File: config.mk
export PLATFORM = sky130hd
export DESIGN_NAME = access_timer
export DESIGN_NICKNAME = d
export VERILOG_FILES = /design/src/rtl/access_timer.sv
export SDC_FILE = /design/constraint.sdc
export NUM_CORES = 1
export LEC_CHECK = 0
export ABC_CLOCK_PERIOD_IN_PS = 2560
export CORE_ASPECT_RATIO = 0.7
export CORE_MARGIN = 10
export CORE_UTILIZATION = 55
export DETAILED_ROUTE_END_ITERATION = 7
export GPL_TIMING_DRIVEN = 0
export PLACE_DENSITY = 0.85
export SLEW_MARGIN = 20
export SYNTH_ARGS = -nofsm -noshare
export SYNTH_HDL_FRONTEND = slang
export SYNTH_SLANG_ARGS = --single-unit
export TNS_END_PERCENT = 30
File: constraint.sdc
create_clock -name clk -period 2.56 [get_ports clk]
set_input_delay 0.512 -clock clk [delete_from_list [all_inputs] [get_ports clk]]
set_output_delay 0.512 -clock clk [all_outputs]
set_load 0.02 [all_outputs]
File: src/rtl/access_timer.sv
// Access-length timer: counts edges of a module's grant and pulses its done bit when the access completes.
// Optional ACCESS_TIMER_RESUME_EN keeps a preempted module's remaining count for its next grant.
module access_timer #(
    parameter int unsigned M1_LEN = 4,
    parameter int unsigned M2_LEN = 6,
    parameter int unsigned M3_LEN = 8
) (
    input  logic       clk,
    input  logic       reset,
    input  logic [1:0] accmodule,
    output logic [2:0] done,
    output logic       busy,
    output logic [7:0] nb_preempt
);

    localparam int unsigned CNT_W = 8;

    typedef enum logic [1:0] {
        IDLE      = 2'd0,
        COUNT     = 2'd1,
        DONE_WAIT = 2'd2
    } state_t;

    state_t             state, state_nxt;
    logic [CNT_W-1:0]   cnt, cnt_nxt;
    logic [1:0]         owner, owner_nxt;
    logic [2:0]         done_nxt;
    logic               busy_nxt;
    logic [7:0]         nb_nxt;
    logic [CNT_W-1:0]   load_val_c;
    logic               start_c;

`ifdef ACCESS_TIMER_RESUME_EN
    logic [3:1][CNT_W-1:0] saved, saved_nxt;
    logic [3:1]            saved_vld, vld_nxt;
`endif

    function automatic logic [CNT_W-1:0] full_load(input logic [1:0] k);
        case (k)
            2'd1:    full_load = CNT_W'(M1_LEN - 1);
            2'd2:    full_load = CNT_W'(M2_LEN - 1);
            2'd3:    full_load = CNT_W'(M3_LEN - 1);
            default: full_load = '0;
        endcase
    endfunction

    function automatic logic [2:0] onehot(input logic [1:0] k);
        onehot = (k == 2'd0) ? 3'b000 : (3'b001 << 2'(k - 2'd1));
    endfunction

    // Value loaded on the grant edge; that edge itself is the first sample of the access.
    always_comb begin
        load_val_c = full_load(accmodule);
`ifdef ACCESS_TIMER_RESUME_EN
        if (accmodule != 2'd0 && saved_vld[accmodule])
            load_val_c = saved[accmodule] - CNT_W'(1);
`endif
    end

    // Next-state and registered-output logic.
    always_comb begin
        state_nxt = state;
        cnt_nxt   = cnt;
        owner_nxt = owner;
        done_nxt  = 3'b000;
        nb_nxt    = nb_preempt;
        start_c   = 1'b0;
`ifdef ACCESS_TIMER_RESUME_EN
        saved_nxt = saved;
        vld_nxt   = saved_vld;
`endif
        case (state)
            IDLE: begin
                if (accmodule != 2'd0)
                    start_c = 1'b1;
            end
            COUNT: begin
                if (accmodule == owner) begin
                    if (cnt != '0)
                        cnt_nxt = cnt - CNT_W'(1);
                    if (cnt == CNT_W'(1)) begin
                        state_nxt = DONE_WAIT;
                        done_nxt  = onehot(owner);
                    end
                end else if (accmodule == 2'd0) begin
                    state_nxt = IDLE;
                    cnt_nxt   = '0;
                    owner_nxt = 2'd0;
`ifdef ACCESS_TIMER_RESUME_EN
                    if (owner != 2'd0)
                        vld_nxt[owner] = 1'b0;
`endif
                end else begin
                    if (nb_preempt != 8'hFF)
                        nb_nxt = nb_preempt + 8'd1;
`ifdef ACCESS_TIMER_RESUME_EN
                    if (owner != 2'd0) begin
                        saved_nxt[owner] = cnt;
                        vld_nxt[owner]   = 1'b1;
                    end
`endif
                    start_c = 1'b1;
                end
            end
            DONE_WAIT: begin
                if (accmodule == 2'd0) begin
                    state_nxt = IDLE;
                    cnt_nxt   = '0;
                    owner_nxt = 2'd0;
                end else if (accmodule != owner) begin
                    start_c = 1'b1;
                end
            end
            default: begin
                state_nxt = IDLE;
                cnt_nxt   = '0;
                owner_nxt = 2'd0;
            end
        endcase

        if (start_c) begin
            cnt_nxt   = load_val_c;
            owner_nxt = accmodule;
`ifdef ACCESS_TIMER_RESUME_EN
            if (accmodule != 2'd0)
                vld_nxt[accmodule] = 1'b0;
`endif
            if (load_val_c == '0) begin
                state_nxt = DONE_WAIT;
                done_nxt  = onehot(accmodule);
            end else begin
                state_nxt = COUNT;
            end
        end

        busy_nxt = (state_nxt == COUNT);
    end

    always_ff @(posedge clk or posedge reset) begin
        if (reset) begin
            state      <= IDLE;
            cnt        <= '0;
            owner      <= 2'd0;
            done       <= 3'b000;
            busy       <= 1'b0;
            nb_preempt <= 8'd0;
`ifdef ACCESS_TIMER_RESUME_EN
            saved      <= '0;
            saved_vld  <= '0;
`endif
        end else begin
            state      <= state_nxt;
            cnt        <= cnt_nxt;
            owner      <= owner_nxt;
            done       <= done_nxt;
            busy       <= busy_nxt;
            nb_preempt <= nb_nxt;
`ifdef ACCESS_TIMER_RESUME_EN
            saved      <= saved_nxt;
            saved_vld  <= vld_nxt;
`endif
        end
    end

endmodule

==> impl_metrics.json <==
{
  "power_density_mw_per_mm2": 1240,
  "post-cts-setup-buffer-count": 0,
  "synth_compound_area_frac": 0.208,
  "cts-root-buf": "clkbuf_8",
  "path_delay_family": "compound AO/OA/AOI/OAI gates",
  "gp_congestion": 0.878,
  "dpl.hpwl_mm": 2.57,
  "maxSlewViolCount": 0,
  "syn-instance-count": 146,
  "tightest_slew_ns": 0.885,
  "cts_max_path_buffers": 2,
  "wl_per_cell_um": 16.9,
  "finalCritPeriodShare": 0.930,
  "holdBufCountCts": 0,
  "synthMuxAreaShare": 0.0143,
  "nets": 176,
  "skew_ns": 0.00315,
  "vias": 1177,
  "ant_nets": 0,
  "endpoint_kind": "flop",
  "cap_violations": 0,
  "crit_cells": 7,
  "max_slew_margin": 0.410,
  "initial_core_util": 0.592,
  "dp_cells": 193,
  "crit_type": "flop to flop",
  "regArea_sq_um": 601,
  "grt-ovfl-total": 0,
  "pre_cts_ws_ns": 0.247,
  "ios": 16,
  "fin_cells": 197,
  "hold_viol_final": 0,
  "drtPass1Iterations": 4,
  "drt-vias-per-instance": 5.97,
  "hold_class": "flop to flop",
  "synthFlopType": "dfrtp_1",
  "crit_path_start_kind": "flop",
  "synth_seq_area_share": 0.403,
  "fin_setup_tns_ns": 0,
  "die_h_um": 63.5,
  "final_util": 0.689,
  "die_x_um": 82.2,
  "grt_usage": 0.135,
  "worst_hold_path.endpoint": "nb_preempt[5]",
  "grt_max_degree": 25,
  "synth_edf_count": 0,
  "path_common_cell": "inv_1",
  "synth_fa_ha_area_frac": 0.0672,
  "cts_resized": 0,
  "n_fill_cell": 191,
  "required_ns": 2.72,
  "core_area_sq_mm": 0.00251,
  "cts_max_level": 1,
  "ir_drop_v": 0.000655,
  "antenna_found_initial": 0,
  "dieArea_sq_mm": 0.00522,
  "hold_depth": 1,
  "port_buffers": 13,
  "synth_xor_area_frac": 0.0739,
  "rsz0062_at_grt": "no",
  "layout-drive-gt1-share": 0.147,
  "yosysUniqueCellTypes": 46,
  "synth_warnings": 0,
  "hold_start": "nb_preempt[5]",
  "reg2reg_to": "cnt[6]",
  "path_buf_inv": 2,
  "period_needed_ns": 2.38,
  "rows": 15,
  "async_reset_ff_frac": 1.00,
  "r2r_setup_slack_ns": 0.18,
  "cts_tree": "done",
  "finalSetupViolations": 0,
  "drc": 0,
  "critPathArrivalTime_ns": 2.54,
  "setup_ws_ns": 0.178,
  "max_freq_ghz": 0.420,
  "multi_input_area_sq_um": 840,
  "crit_chain": "inv_1, ha_1, inv_1, o21ai_1, a211oi_2, or2_4, a221o_1",
  "crit_path_max_incr_delay_ns": 0.56,
  "synth_area_sq_mm": 0.00149,
  "p_leak_uw": 0.000774,
  "avgSynthCellArea_sq_um": 10.2,
  "ys_ff_latch": 24,
  "synth_top_family_by_area": "compound AO/OA/AOI/OAI gates",
  "synth-simple-area-share": 0.200,
  "grt_pass1_vias": 1176,
  "cts.clk_slew.worst_paths_ns": 0.08,
  "status": "finished clean",
  "syn2layout_area_growth_pct": 16.4,
  "n_antenna_cell": 0,
  "first_iter_violations": 131,
  "grt_pass1_wl_mm": 5.69,
  "worstRegToRegCells": 7,
  "totalWireLength_mm": 3.32,
  "synth_fp_nets": 158,
  "reg2reg_from": "state[0]",
  "cts_num_sinks": 24,
  "numCtsBuffers": 3,
  "cp_max_fo": 9,
  "crit_path_top_delay_cell": "o21ai_1",
  "clk_latency_ns": 0.27
}
[worst reg2reg max path, stage by stage (launching register included)]
cell and delay (ns):
dfrtp_1 0.41, inv_1 0.12, ha_1 0.30, inv_1 0.11
o21ai_1 0.56, a211oi_2 0.13, or2_4 0.30, a221o_1 0.35
[how the worst max path moves through the flow]
stage	start	endpoint	slack [ns]
after floorplan	state[0]	cnt[3]	0.56
after global placement	state[0]	cnt[6]	0.27
after detailed placement	state[0]	cnt[3]	0.25
after CTS	state[0]	cnt[6]	0.21
after global routing	state[0]	cnt[5]	0.04
final	state[0]	cnt[6]	0.18
[cell usage after synthesis, types with 2 or more instances]
cell,n,area share
dfrtp_1,24,0.40
nand2_1,14,0.035
nor2_1,9,0.023
a21oi_1,8,0.027
and3_1,8,0.034
ha_1,8,0.067
inv_1,7,0.018
nor3_1,6,0.020
xnor2_1,5,0.029
o21bai_1,4,0.020
a221o_1,3,0.020
a31oi_1,3,0.013
buf_4,3,0.015
o21ai_0,3,0.010
a211oi_2,2,0.017
a22o_1,2,0.012
a22oi_1,2,0.010
and3_2,2,0.010
nand4_1,2,0.0084
o211ai_1,2,0.010
o2bb2ai_1,2,0.012
xnor2_2,2,0.022
xor2_1,2,0.012
[routing by layer]
metal / up-vias / global-route usage / share of wire
li1: 571 / - / -
met5: - / 0 / 0
met4: 0 / 0.0233 / 0.0054
met2: 33 / 0.205 / 0.45
met3: 4 / 0.0467 / 0.068
met1: 569 / 0.180 / 0.48
[registers in the layout (all words and copies together), names as in the netlist]
name,flops
cnt,8
busy,1
state,2
owner,2
nb_preempt,8
done,3
[placed cells by master, fill, tap and decap left out, types with 3 or more instances in the layout]
master and count:
clkdlybuf4s50_1 13, nor3_1 6, dfrtp_1 24, xnor2_1 5, o21bai_1 4, and3_1 8
nand2_1 14, a31oi_1 3, ha_1 8, nor2_1 9, a221o_1 3, inv_1 7
o21ai_0 3, clkbuf_8 3, buf_4 3, a21oi_1 8
[logic make-up (layout without fill, tap and decap cells)]
logic type,Yosys count,count (layout)
XOR/XNOR,10,10
multiplexers,2,2
AND/OR/NAND/NOR,53,53
adder cells (fa/ha/maj),8,8
flip-flops,24,24
buffers and inverters,10,27
AO/OA/AOI/OAI,39,39
[report_power, final]
part | internal, uW | switching (uW)
sequential | 502 | 138
clock | 209 | 120
combinational | 501 | 682
total | 1210 | 940
[layout make-up]
type                       instances  share of cell area
sequential                        24               0.347
tap                               34              0.0245
clock inverter                     1              0.0173
buffer                             3              0.0130
multi-input combinational        112               0.484
clock buffer                       3              0.0238
timing repair buffer              13              0.0751
inverter                           7              0.0152
[stage by stage]
| stage | area (sq um) | power (uW) | hold slack (ns) |
|---|---|---|---|
| 3_5_place_dp | 1660 | 1810 | 0.500 |
| 3_3_place_gp | 1660 | 1770 | 0.485 |
| 5_1_grt | 1730 | 2320 | 0.542 |
| 4_1_cts | 1730 | 2150 | 0.524 |
| 2_1_floorplan | 1490 | 1470 | 0.469 |
| 6_report | 1730 | 2150 | 0.526 |
No activity file was read; power rests on OpenSTA's default activity.
